<file path="src/rtl/axi_lite_master_if.sv">
// Command/response port and AXI4-Lite channels seen by the single-outstanding AXI-Lite master.
// The master modport is the bridge itself; the slave modport is whatever sits on the other side.
interface axi_lite_master_if #(
  parameter int ADDR_WIDTH = 32,
  parameter int DATA_WIDTH = 32
);
  localparam int STRB_WIDTH = DATA_WIDTH / 8;

  logic                  cmd_valid;
  logic                  cmd_ready;
  logic                  cmd_write;
  logic [ADDR_WIDTH-1:0] cmd_addr;
  logic [DATA_WIDTH-1:0] cmd_wdata;
  logic [STRB_WIDTH-1:0] cmd_wstrb;

  logic                  rsp_valid;
  logic                  rsp_ready;
  logic                  rsp_write;
  logic [DATA_WIDTH-1:0] rsp_rdata;
  logic [1:0]            rsp_resp;
  logic                  rsp_timeout;

  logic                  AWvalid;
  logic [ADDR_WIDTH-1:0] AWaddr;
  logic                  AWready;
  logic                  Wvalid;
  logic [DATA_WIDTH-1:0] Wdata;
  logic [STRB_WIDTH-1:0] Wstrb;
  logic                  Wready;
  logic                  Bvalid;
  logic [1:0]            Bresp;
  logic                  Bready;
  logic                  ARvalid;
  logic [ADDR_WIDTH-1:0] ARaddr;
  logic                  ARready;
  logic                  Rvalid;
  logic [DATA_WIDTH-1:0] Rdata;
  logic [1:0]            Rresp;
  logic                  Rready;

  modport master (
    input  cmd_valid, cmd_write, cmd_addr, cmd_wdata, cmd_wstrb, rsp_ready,
           AWready, Wready, Bvalid, Bresp, ARready, Rvalid, Rdata, Rresp,
    output cmd_ready, rsp_valid, rsp_write, rsp_rdata, rsp_resp, rsp_timeout,
           AWvalid, AWaddr, Wvalid, Wdata, Wstrb, Bready, ARvalid, ARaddr, Rready
  );

  modport slave (
    output cmd_valid, cmd_write, cmd_addr, cmd_wdata, cmd_wstrb, rsp_ready,
           AWready, Wready, Bvalid, Bresp, ARready, Rvalid, Rdata, Rresp,
    input  cmd_ready, rsp_valid, rsp_write, rsp_rdata, rsp_resp, rsp_timeout,
           AWvalid, AWaddr, Wvalid, Wdata, Wstrb, Bready, ARvalid, ARaddr, Rready
  );
endinterface

</file>
<file path="src/rtl/axi_lite_master.sv">
// Single-outstanding AXI4-Lite master: turns one command into one AXI transaction and one response.
// A stuck B/R channel produces a SLVERR-style timeout response while the ready stays up to drain the late beat.
module axi_lite_master #(
  parameter int ADDR_WIDTH = 32,
  parameter int DATA_WIDTH = 32,
  parameter int TIMEOUT    = 256
) (
  input logic               clk,
  input logic               rst,
  axi_lite_master_if.master bus
);
  localparam int STRB_WIDTH = DATA_WIDTH / 8;
  localparam int CNT_WIDTH  = (TIMEOUT > 1) ? $clog2(TIMEOUT) : 1;
  localparam logic [CNT_WIDTH-1:0] CNT_LAST = CNT_WIDTH'((TIMEOUT > 0) ? TIMEOUT - 1 : 0);
  localparam bit TIMEOUT_EN = (TIMEOUT > 0);

  typedef enum logic [2:0] {
    IDLE, WR_AW_W, WR_B, RD_AR, RD_R, RESP, DRAIN
  } state_e;

  state_e                state_q, state_d;
  logic [ADDR_WIDTH-1:0] addr_q, addr_d;
  logic [DATA_WIDTH-1:0] wdata_q, wdata_d;
  logic [STRB_WIDTH-1:0] wstrb_q, wstrb_d;
  logic                  aw_valid_q, aw_valid_d;
  logic                  w_valid_q, w_valid_d;
  logic                  aw_done_q, aw_done_d;
  logic                  w_done_q, w_done_d;
  logic                  b_ready_q, b_ready_d;
  logic                  ar_valid_q, ar_valid_d;
  logic                  r_ready_q, r_ready_d;
  logic                  pend_q, pend_d;
  logic [CNT_WIDTH-1:0]  cnt_q, cnt_d;
  logic                  rsp_valid_q, rsp_valid_d;
  logic                  rsp_write_q, rsp_write_d;
  logic [DATA_WIDTH-1:0] rsp_rdata_q, rsp_rdata_d;
  logic [1:0]            rsp_resp_q, rsp_resp_d;
  logic                  rsp_timeout_q, rsp_timeout_d;

  logic cmd_ready;
  logic expired;
  logic late_hs;

  // cmd_ready is the only combinational output; it is forced low while reset is asserted.
  assign cmd_ready = (state_q == IDLE) && rst;
  assign expired   = TIMEOUT_EN && (cnt_q == CNT_LAST);
  assign late_hs   = pend_q && ((b_ready_q && bus.Bvalid) || (r_ready_q && bus.Rvalid));

  always_comb begin
    state_d       = state_q;
    addr_d        = addr_q;
    wdata_d       = wdata_q;
    wstrb_d       = wstrb_q;
    aw_valid_d    = aw_valid_q;
    w_valid_d     = w_valid_q;
    aw_done_d     = aw_done_q;
    w_done_d      = w_done_q;
    b_ready_d     = b_ready_q;
    ar_valid_d    = ar_valid_q;
    r_ready_d     = r_ready_q;
    pend_d        = pend_q;
    cnt_d         = cnt_q;
    rsp_valid_d   = rsp_valid_q;
    rsp_write_d   = rsp_write_q;
    rsp_rdata_d   = rsp_rdata_q;
    rsp_resp_d    = rsp_resp_q;
    rsp_timeout_d = rsp_timeout_q;

    case (state_q)
      IDLE: begin
        if (bus.cmd_valid && cmd_ready) begin
          addr_d  = bus.cmd_addr;
          wdata_d = bus.cmd_wdata;
          wstrb_d = bus.cmd_wstrb;
          if (bus.cmd_write) begin
            aw_valid_d = 1'b1;
            w_valid_d  = 1'b1;
            aw_done_d  = 1'b0;
            w_done_d   = 1'b0;
            state_d    = WR_AW_W;
          end else begin
            ar_valid_d = 1'b1;
            state_d    = RD_AR;
          end
        end
      end

      // AW and W complete independently, in either order or together.
      WR_AW_W: begin
        if (aw_valid_q && bus.AWready) begin
          aw_valid_d = 1'b0;
          aw_done_d  = 1'b1;
        end
        if (w_valid_q && bus.Wready) begin
          w_valid_d = 1'b0;
          w_done_d  = 1'b1;
        end
        if (aw_done_d && w_done_d) begin
          b_ready_d = 1'b1;
          cnt_d     = '0;
          state_d   = WR_B;
        end
      end

      WR_B: begin
        if (b_ready_q && bus.Bvalid) begin
          b_ready_d     = 1'b0;
          rsp_valid_d   = 1'b1;
          rsp_write_d   = 1'b1;
          rsp_rdata_d   = '0;
          rsp_resp_d    = bus.Bresp;
          rsp_timeout_d = 1'b0;
          state_d       = RESP;
        end else if (expired) begin
          pend_d        = 1'b1;
          rsp_valid_d   = 1'b1;
          rsp_write_d   = 1'b1;
          rsp_rdata_d   = '0;
          rsp_resp_d    = 2'b10;
          rsp_timeout_d = 1'b1;
          state_d       = RESP;
        end else begin
          cnt_d = cnt_q + 1'b1;
        end
      end

      RD_AR: begin
        if (ar_valid_q && bus.ARready) begin
          ar_valid_d = 1'b0;
          r_ready_d  = 1'b1;
          cnt_d      = '0;
          state_d    = RD_R;
        end
      end

      RD_R: begin
        if (r_ready_q && bus.Rvalid) begin
          r_ready_d     = 1'b0;
          rsp_valid_d   = 1'b1;
          rsp_write_d   = 1'b0;
          rsp_rdata_d   = bus.Rdata;
          rsp_resp_d    = bus.Rresp;
          rsp_timeout_d = 1'b0;
          state_d       = RESP;
        end else if (expired) begin
          pend_d        = 1'b1;
          rsp_valid_d   = 1'b1;
          rsp_write_d   = 1'b0;
          rsp_rdata_d   = '0;
          rsp_resp_d    = 2'b10;
          rsp_timeout_d = 1'b1;
          state_d       = RESP;
        end else begin
          cnt_d = cnt_q + 1'b1;
        end
      end

      // A late beat arriving while the timeout response waits is swallowed here.
      RESP: begin
        if (late_hs) begin
          b_ready_d = 1'b0;
          r_ready_d = 1'b0;
          pend_d    = 1'b0;
        end
        if (bus.rsp_ready) begin
          rsp_valid_d = 1'b0;
          state_d     = pend_d ? DRAIN : IDLE;
        end
      end

      DRAIN: begin
        if (late_hs) begin
          b_ready_d = 1'b0;
          r_ready_d = 1'b0;
          pend_d    = 1'b0;
          state_d   = IDLE;
        end
      end

      default: state_d = IDLE;
    endcase
  end

  always_ff @(posedge clk or negedge rst) begin
    if (!rst) begin
      state_q       <= IDLE;
      addr_q        <= '0;
      wdata_q       <= '0;
      wstrb_q       <= '0;
      aw_valid_q    <= 1'b0;
      w_valid_q     <= 1'b0;
      aw_done_q     <= 1'b0;
      w_done_q      <= 1'b0;
      b_ready_q     <= 1'b0;
      ar_valid_q    <= 1'b0;
      r_ready_q     <= 1'b0;
      pend_q        <= 1'b0;
      cnt_q         <= '0;
      rsp_valid_q   <= 1'b0;
      rsp_write_q   <= 1'b0;
      rsp_rdata_q   <= '0;
      rsp_resp_q    <= 2'b00;
      rsp_timeout_q <= 1'b0;
    end else begin
      state_q       <= state_d;
      addr_q        <= addr_d;
      wdata_q       <= wdata_d;
      wstrb_q       <= wstrb_d;
      aw_valid_q    <= aw_valid_d;
      w_valid_q     <= w_valid_d;
      aw_done_q     <= aw_done_d;
      w_done_q      <= w_done_d;
      b_ready_q     <= b_ready_d;
      ar_valid_q    <= ar_valid_d;
      r_ready_q     <= r_ready_d;
      pend_q        <= pend_d;
      cnt_q         <= cnt_d;
      rsp_valid_q   <= rsp_valid_d;
      rsp_write_q   <= rsp_write_d;
      rsp_rdata_q   <= rsp_rdata_d;
      rsp_resp_q    <= rsp_resp_d;
      rsp_timeout_q <= rsp_timeout_d;
    end
  end

  assign bus.cmd_ready   = cmd_ready;
  assign bus.rsp_valid   = rsp_valid_q;
  assign bus.rsp_write   = rsp_write_q;
  assign bus.rsp_rdata   = rsp_rdata_q;
  assign bus.rsp_resp    = rsp_resp_q;
  assign bus.rsp_timeout = rsp_timeout_q;
  assign bus.AWvalid     = aw_valid_q;
  assign bus.AWaddr      = addr_q;
  assign bus.Wvalid      = w_valid_q;
  assign bus.Wdata       = wdata_q;
  assign bus.Wstrb       = wstrb_q;
  assign bus.Bready      = b_ready_q;
  assign bus.ARvalid     = ar_valid_q;
  assign bus.ARaddr      = addr_q;
  assign bus.Rready      = r_ready_q;
endmodule
</file>
<file path="src/flat_wrapper.sv">
// flat-port wrapper written by rule: the top's interface ports become plain ports
module axi_lite_master_flat 
#(
  parameter int ADDR_WIDTH = 32,
  parameter int DATA_WIDTH = 32,
  parameter int TIMEOUT    = 256
)
  (clk, rst, bus_cmd_valid, bus_cmd_write, bus_cmd_addr, bus_cmd_wdata, bus_cmd_wstrb, bus_rsp_ready, bus_AWready, bus_Wready, bus_Bvalid, bus_Bresp, bus_ARready, bus_Rvalid, bus_Rdata, bus_Rresp, bus_cmd_ready, bus_rsp_valid, bus_rsp_write, bus_rsp_rdata, bus_rsp_resp, bus_rsp_timeout, bus_AWvalid, bus_AWaddr, bus_Wvalid, bus_Wdata, bus_Wstrb, bus_Bready, bus_ARvalid, bus_ARaddr, bus_Rready);
  axi_lite_master_if #(.ADDR_WIDTH(ADDR_WIDTH), .DATA_WIDTH(DATA_WIDTH)) bus_i ();
  input logic clk;
  input logic rst;
  input wire logic [$bits(bus_i.cmd_valid)-1:0] bus_cmd_valid;
  input wire logic [$bits(bus_i.cmd_write)-1:0] bus_cmd_write;
  input wire logic [$bits(bus_i.cmd_addr)-1:0] bus_cmd_addr;
  input wire logic [$bits(bus_i.cmd_wdata)-1:0] bus_cmd_wdata;
  input wire logic [$bits(bus_i.cmd_wstrb)-1:0] bus_cmd_wstrb;
  input wire logic [$bits(bus_i.rsp_ready)-1:0] bus_rsp_ready;
  input wire logic [$bits(bus_i.AWready)-1:0] bus_AWready;
  input wire logic [$bits(bus_i.Wready)-1:0] bus_Wready;
  input wire logic [$bits(bus_i.Bvalid)-1:0] bus_Bvalid;
  input wire logic [$bits(bus_i.Bresp)-1:0] bus_Bresp;
  input wire logic [$bits(bus_i.ARready)-1:0] bus_ARready;
  input wire logic [$bits(bus_i.Rvalid)-1:0] bus_Rvalid;
  input wire logic [$bits(bus_i.Rdata)-1:0] bus_Rdata;
  input wire logic [$bits(bus_i.Rresp)-1:0] bus_Rresp;
  output wire logic [$bits(bus_i.cmd_ready)-1:0] bus_cmd_ready;
  output wire logic [$bits(bus_i.rsp_valid)-1:0] bus_rsp_valid;
  output wire logic [$bits(bus_i.rsp_write)-1:0] bus_rsp_write;
  output wire logic [$bits(bus_i.rsp_rdata)-1:0] bus_rsp_rdata;
  output wire logic [$bits(bus_i.rsp_resp)-1:0] bus_rsp_resp;
  output wire logic [$bits(bus_i.rsp_timeout)-1:0] bus_rsp_timeout;
  output wire logic [$bits(bus_i.AWvalid)-1:0] bus_AWvalid;
  output wire logic [$bits(bus_i.AWaddr)-1:0] bus_AWaddr;
  output wire logic [$bits(bus_i.Wvalid)-1:0] bus_Wvalid;
  output wire logic [$bits(bus_i.Wdata)-1:0] bus_Wdata;
  output wire logic [$bits(bus_i.Wstrb)-1:0] bus_Wstrb;
  output wire logic [$bits(bus_i.Bready)-1:0] bus_Bready;
  output wire logic [$bits(bus_i.ARvalid)-1:0] bus_ARvalid;
  output wire logic [$bits(bus_i.ARaddr)-1:0] bus_ARaddr;
  output wire logic [$bits(bus_i.Rready)-1:0] bus_Rready;
  assign bus_i.cmd_valid = bus_cmd_valid;
  assign bus_i.cmd_write = bus_cmd_write;
  assign bus_i.cmd_addr = bus_cmd_addr;
  assign bus_i.cmd_wdata = bus_cmd_wdata;
  assign bus_i.cmd_wstrb = bus_cmd_wstrb;
  assign bus_i.rsp_ready = bus_rsp_ready;
  assign bus_i.AWready = bus_AWready;
  assign bus_i.Wready = bus_Wready;
  assign bus_i.Bvalid = bus_Bvalid;
  assign bus_i.Bresp = bus_Bresp;
  assign bus_i.ARready = bus_ARready;
  assign bus_i.Rvalid = bus_Rvalid;
  assign bus_i.Rdata = bus_Rdata;
  assign bus_i.Rresp = bus_Rresp;
  assign bus_cmd_ready = bus_i.cmd_ready;
  assign bus_rsp_valid = bus_i.rsp_valid;
  assign bus_rsp_write = bus_i.rsp_write;
  assign bus_rsp_rdata = bus_i.rsp_rdata;
  assign bus_rsp_resp = bus_i.rsp_resp;
  assign bus_rsp_timeout = bus_i.rsp_timeout;
  assign bus_AWvalid = bus_i.AWvalid;
  assign bus_AWaddr = bus_i.AWaddr;
  assign bus_Wvalid = bus_i.Wvalid;
  assign bus_Wdata = bus_i.Wdata;
  assign bus_Wstrb = bus_i.Wstrb;
  assign bus_Bready = bus_i.Bready;
  assign bus_ARvalid = bus_i.ARvalid;
  assign bus_ARaddr = bus_i.ARaddr;
  assign bus_Rready = bus_i.Rready;
  axi_lite_master #(.ADDR_WIDTH(ADDR_WIDTH), .DATA_WIDTH(DATA_WIDTH), .TIMEOUT(TIMEOUT)) u_core (.clk(clk), .rst(rst), .bus(bus_i));
endmodule
</file>
<file path="config.mk">
export PLATFORM = sky130hd
export DESIGN_NAME = axi_lite_master_flat
export DESIGN_NICKNAME = d
export VERILOG_FILES = /design/src/rtl/axi_lite_master_if.sv /design/src/rtl/axi_lite_master.sv /design/src/flat_wrapper.sv
export SDC_FILE = /design/constraint.sdc
export NUM_CORES = 1
export LEC_CHECK = 0
export CAP_MARGIN = 0
export CORE_ASPECT_RATIO = 0.5
export CORE_UTILIZATION = 41
export DETAILED_ROUTE_END_ITERATION = 7
export GPL_TIMING_DRIVEN = 0
export HOLD_SLACK_MARGIN = 0.08
export PLACE_DENSITY = 0.87
export SLEW_MARGIN = 40
export SYNTH_ARGS = -nofsm -noshare
export SYNTH_HDL_FRONTEND = slang
export SYNTH_SLANG_ARGS = --single-unit
export TNS_END_PERCENT = 1
</file>
<file path="constraint.sdc">
create_clock -name clk -period 2.8 [get_ports clk]
set_input_delay 0.28 -clock clk [delete_from_list [all_inputs] [get_ports clk]]
set_output_delay 0.28 -clock clk [all_outputs]
set_load 0.01 [all_outputs]
</file>
==> Word level (Yosys, flattened, before mapping) <==
Cells that the tools add are included.
{ "totals": {"ramBits": 0, "out_inout_bits": 143, "mem_count": 0, "romBits": 0, "inputBits": 114, "latchBits": 0, "register_bits": 124} }
{ "op_classes": {"n_eq_ne": 23, "mux": 70, "n_bitwise": 0, "n_mul": 0, "order_cmp": 0, "n_shift": 0, "div_mod_pow": 0, "n_addsub": 1, "reduce_logical": 32} }
{ "ops": {"columns": ["op", "n"], "rows": [
  ["32-bit 2-to-1 mux", 3],
  ["32-bit case mux with 2 select lines", 1],
  ["8-bit 2-to-1 mux", 5],
  ["1-bit 2-to-1 mux", 34],
  ["8-bit case mux with 4 select lines", 1],
  ["3-bit 2-to-1 mux", 9],
  ["3-bit case mux with 7 select lines", 1],
  ["4-bit AND reduction", 5],
  ["2-bit by 1-bit inequality test with 1-bit output, second input constant", 8],
  ["1-bit case mux with 2 select lines", 7],
  ["2-bit inequality test, second input constant", 6],
  ["5-bit AND reduction", 2],
  ["3-bit == test, second input constant", 3],
  ["1-bit logical AND", 9],
  ["1-bit case mux with 3 select lines", 3],
  ["3-bit AND reduction", 3],
  ["3-bit nonzero test", 3],
  ["8-bit by 1-bit adder with 8-bit output, second input constant", 1],
  ["8-bit == test, second input constant", 1],
  ["2-bit 2-to-1 mux", 4],
  ["4-bit nonzero test", 2],
  ["3-bit by 2-bit == test with 1-bit output, second input constant", 2],
  ["3-bit by 1-bit inequality test with 1-bit output, second input constant", 2],
  ["2-bit nonzero test", 3],
  ["7 further kinds", 8]
]} }

==> Logic depth before layout (Yosys ltp) <==
{ "logic_depth": {"depth_word": 8, "mapped_depth": 8, "ltp_nobuf": 5} }

==> Worst setup path before layout <==
OpenSTA, ideal clock, no wires.
{ "synth_timing": {"path_kind": "flip-flop to flip-flop", "startpoint": "reg u_core.state_q[0]", "endpoint": "reg u_core.addr_q[11] (netlist: u_core.bus.ARaddr[11])", "period_less_slack_ns": 2.202, "setup_slack_ns": 0.598, "arrival_ns": 2.136, "path_stages_with_launch": 9, "cell_sequence": "dfrtp_1 > clkbuf_1 > nor4b_1 > and2_1 > clkbuf_1 > buf_2 > buf_1 > nand2_1 > nand2_1"} }
{ "synth_between": {"elab_chain_cells": 4} }
{ "synth_lines": {"columns": ["element", "line", "source"], "rows": [
  ["start: declaration", "axi_lite_master.sv:21", "state_e state_q, state_d;"],
  ["start signal: assignment", "axi_lite_master.sv:205", "state_q <= state_d;"],
  ["3-bit logical NOT", "axi_lite_master.sv:45", "assign cmd_ready = (state_q == IDLE) && rst;"],
  ["1-bit logical AND", "axi_lite_master.sv:45", null],
  ["net bus_cmd_ready", "flat_wrapper.sv:26", "output wire logic [$bits(bus_i.cmd_ready)-1:0] bus_cmd_ready;"],
  ["1-bit logical AND", "axi_lite_master.sv:71", "if (bus.cmd_valid && cmd_ready) begin"],
  ["2-bit AND reduction (no line)", null, null],
  ["end signal: assignment", "axi_lite_master.sv:206", "addr_q <= addr_d;"],
  ["end: declaration", "axi_lite_master.sv:22", "logic [ADDR_WIDTH-1:0] addr_q, addr_d;"]
]} }
The timed path passes the listed nets, and every way through them passes these cells.
A chain may end at the register's enable or synchronous reset.

==> Worst setup path after layout <==
{ "layout_timing": {"startpoint": "reg u_core.state_q[0]", "endpoint": "reg u_core.wstrb_q[0] (netlist: u_core.bus.Wstrb[0])"} }
{ "layout_between": {"elab_chain_cells": 4} }
{ "layout_lines": {"columns": ["element", "line", "source"], "rows": [
  ["3-bit logical NOT (*)", "axi_lite_master.sv:45, axi_lite_master.sv:69", null],
  ["1-bit logical AND", "axi_lite_master.sv:45", null],
  ["1-bit logical AND", "axi_lite_master.sv:71", null],
  ["2-bit AND reduction (no line) (*)", null, null],
  ["end signal: assignment", "axi_lite_master.sv:208", "wstrb_q <= wstrb_d;"],
  ["end: declaration", "axi_lite_master.sv:24", "logic [STRB_WIDTH-1:0] wstrb_q, wstrb_d;"]
]} }
Every way passes the cells marked *; elsewhere a longest branch is shown, timed or not.

==> out/qor.txt <==
Status -> finished clean
Min cycle time layout -> 2530 ps
Number of synthesized register bits -> 124
Register-to-Register Path Depth -> 8
Util after Layout -> 0.703
CTS H-Tree Depth -> 4
Number of setup violations in the final report -> 0
Site Rows -> 29
Worst Setup SP -> u_core.state_q[0]
Placed inst area -> 0.00816 mm²
WL final -> 17200 µm
Routed WL per cell -> 16.9 µm
Leakage -> 4.14 nW
CTS clk-pin slew, worst paths -> 60 ps
Total vias in the final route -> 5131
Grt ovf -> 0
CTS tree -> yes
WHS -> 399 ps
Initial Util -> 0.421
Reg-to-reg slack, setup -> 270 ps
Cts bufs inserted -> 17
R2r startpoint -> u_core.state_q[0]
Final Hold Vio Count -> 0
Initial antenna violation count -> 0
Vias in the first global route -> 5148
Design area -> 0.00893 mm²
Largest net degree at the start of global routing -> 76
CP Capture Type -> flip-flop
Placed cells -> 982
ANT cells -> 0
RSZ-0062 raised after global routing -> false
DRC Markers -> 0
Via density -> 5.04
TritonCTS Sinks -> 124
DRC marker count from the first detailed-route iteration -> 378
Nets -> 951
Worst reg2reg path endpoint -> u_core.bus.Wstrb[0]
Port bufs -> 256
Warnings, synthesis -> 0
First-pass GRT wire length -> 25400 µm
Die W -> 164 µm
Min-Delay Path Class -> input pin to flip-flop
Syn avg cell area -> 9.64 µm²
Synth-to-Final Area Change -> 66.9%
Drt pass-1 iters -> 5
Number of top-level pins -> 257
RePlAce Congestion -> 0.908
CP Max Fanout -> 10
Worst Skew -> 10.6 ps
Post-route ant nets -> 0
DP Wirelength -> 12200 µm
Slew Viols, Final -> 0
Setup TNS -> 0 ps
CP Data Required Time -> 3140 ps
Arr. time, crit path -> 2870 ps
Setup Fix Bufs, Post-CTS -> 0
Register area share after synthesis -> 0.580
Maximum VDD drop -> 582 µV
Clk_lat worst skew -> 400 ps
GRT Util Overall -> 0.246
Cell Area, Synth -> 0.00535 mm²
Syn nets -> 670
Worst Tran Pin Value -> 754 ps
Fill count -> 957
Layout Cells excl Fill -> 1019
Max Cap Viol -> 0
Pwr/cell area -> 1080 mW/mm²
Layout cell share with drive strength beyond 1 -> 0.0872
Area of the die -> 0.0135 mm²
CP endpoint -> u_core.bus.Wstrb[0]
Worst Setup Start Kind -> flip-flop
Post-CTS sizing -> 0
Clock root buffer -> clkbuf_16
Unique masters post-synth -> 45
Final Cycle Share -> 0.902
Critical Setup Path Class -> flip-flop to flip-flop
Rel. slew slack -> 0.495
Min-delay src -> bus_cmd_addr[6]
Synth Instances -> 555
F_max -> 0.396 GHz
Die H -> 82.8 µm
Core region area -> 0.0127 mm²
Clock tree buffer depth -> 2
cell families (layout without fill, tap and decap cells):
group                      Yosys count  after routing  share of synthesized area
and+or+nand+nor                    277            277                      0.217
adders and majority gates            1              1                    0.00234
muxes                                1              1                    0.00187
DFF                                124            124                      0.580
buffers and inverters               67            361                     0.0734
AOI/OAI and AO/OA                   85             85                      0.126
how the worst min path moves through the flow:
stage / end / slack, ps / cells past startpoint
final: u_core.bus.ARaddr[6] / 400 / 3
after global routing: u_core.bus.Wdata[22] / 400 / 3
after CTS: u_core.bus.Wdata[21] / 400 / 3
after detailed placement: u_core.bus.ARaddr[20] / 220 / 1
after global placement: u_core.bus.Wdata[22] / 460 / 2
after floorplan: u_core.aw_done_q / -20 / 0
cell usage after synthesis:
library cell	count	area share
a2111o_1	1	0.0021
a211oi_1	2	0.0028
a21boi_0	2	0.0028
a21oi_1	5	0.0047
a221o_1	7	0.013
a22o_1	34	0.056
a22oi_1	4	0.0056
a2bb2oi_1	2	0.0033
a31oi_1	5	0.0058
a41oi_1	1	0.0016
and2_1	8	0.0094
and3_1	7	0.0082
and4b_1	1	0.0019
buf_1	2	0.0014
buf_2	2	0.0019
buf_4	33	0.046
buf_6	2	0.0042
clkbuf_1	22	0.015
dfrtp_1	124	0.58
ha_1	1	0.0023
inv_1	6	0.0042
mux2i_1	1	0.0019
nand2_1	220	0.15
nand2b_1	4	0.0047
nand3_1	7	0.0065
nand3b_1	1	0.0014
nand4_1	1	0.0012
nor2_1	9	0.0063
nor2b_1	2	0.0023
nor3_1	8	0.0075
nor3b_1	4	0.0056
nor4_1	1	0.0012
nor4b_1	1	0.0016
o211ai_1	1	0.0014
o21a_1	2	0.0028
o21ai_0	8	0.0075
o221ai_1	1	0.0016
o22ai_1	3	0.0035
o2bb2ai_1	1	0.0016
o311a_1	1	0.0019
o31ai_1	3	0.0042
o32a_1	1	0.0019
o32ai_1	1	0.0016
or3b_1	2	0.0033
or4_1	1	0.0014
state kept, by name (all words and copies together) (netlist names), 2 cells and up:
name                  cells
u_core.bus.Wdata         32
u_core.bus.rsp_rdata     32
u_core.bus.ARaddr        32
u_core.bus.Wstrb          4
u_core.state_q            3
u_core.cnt_q              8
u_core.bus.rsp_resp       2
timing repair:
item,4_1_cts,5_1_grt
setup endpoints to repair,0,0
hold buffers,5,0
endpoints found under the hold margin,49,0
per-layer routing:
metal | global-route usage | part of all wire
met5 | 0 | 0
met1 | 0.287 | 0.40
met3 | 0.0492 | 0.054
met4 | 0.105 | 0.025
met2 | 0.451 | 0.53
cell usage in the layout, fill, tap and decap left out, types with 3 or more instances in the layout:
master             n
nor3_1             8
a221o_1            7
nor2_1             9
and2_1             8
clkbuf_1          22
nand2b_1           4
dfrtp_1          124
bufinv_16          5
nand2_1          220
buf_4             33
and3_1             7
o21ai_0            8
inv_1              6
buf_16             4
nor3b_1            4
clkdlybuf4s50_1  255
o31ai_1            3
nand3_1            7
a31oi_1            5
o22ai_1            3
clkinvlp_4         5
a21oi_1            5
a22oi_1            4
clkbuf_16         17
a22o_1            34
cell type report:
| cell class | count | area [µm²] | share of cell area |
|---|---|---|---|
| clock buffers | 19 | 453 | 0.0507 |
| well taps | 170 | 213 | 0.0238 |
| repair buffers | 262 | 2700 | 0.302 |
| clock inverters | 13 | 214 | 0.0240 |
| multi-input cells | 364 | 1850 | 0.208 |
| flip-flops and latches | 124 | 3100 | 0.348 |
| inverters | 6 | 22.5 | 0.00252 |
| plain buffers | 61 | 370 | 0.0415 |
worst max-delay path, stage by stage (launching register included):
cell and delay [ps]:
dfrtp_1 420, clkbuf_1 230, nor4b_1 480, and2_1 190
clkbuf_1 250, buf_2 280, buf_1 380, nand2_1 140
nand2_1 90
report_power, final:
group          leakage [nW]  internal [mW]  switching, mW
Combinational          2.23           2.36           1.82
Clock                 0.308           1.63          0.840
Sequential             1.60           2.49          0.504
stage by stage:
| stage | setup slack (ps) | power [mW] |
|---|---|---|
| 3_3_place_gp | -4100 | 6.97 |
| 3_5_place_dp | -114 | 7.14 |
| 2_1_floorplan | 598 | 4.76 |
| 6_report | 275 | 9.65 |
| 4_1_cts | 250 | 9.66 |
| 5_1_grt | 7.57 | 10.2 |
(Power assumes the default switching activity.)
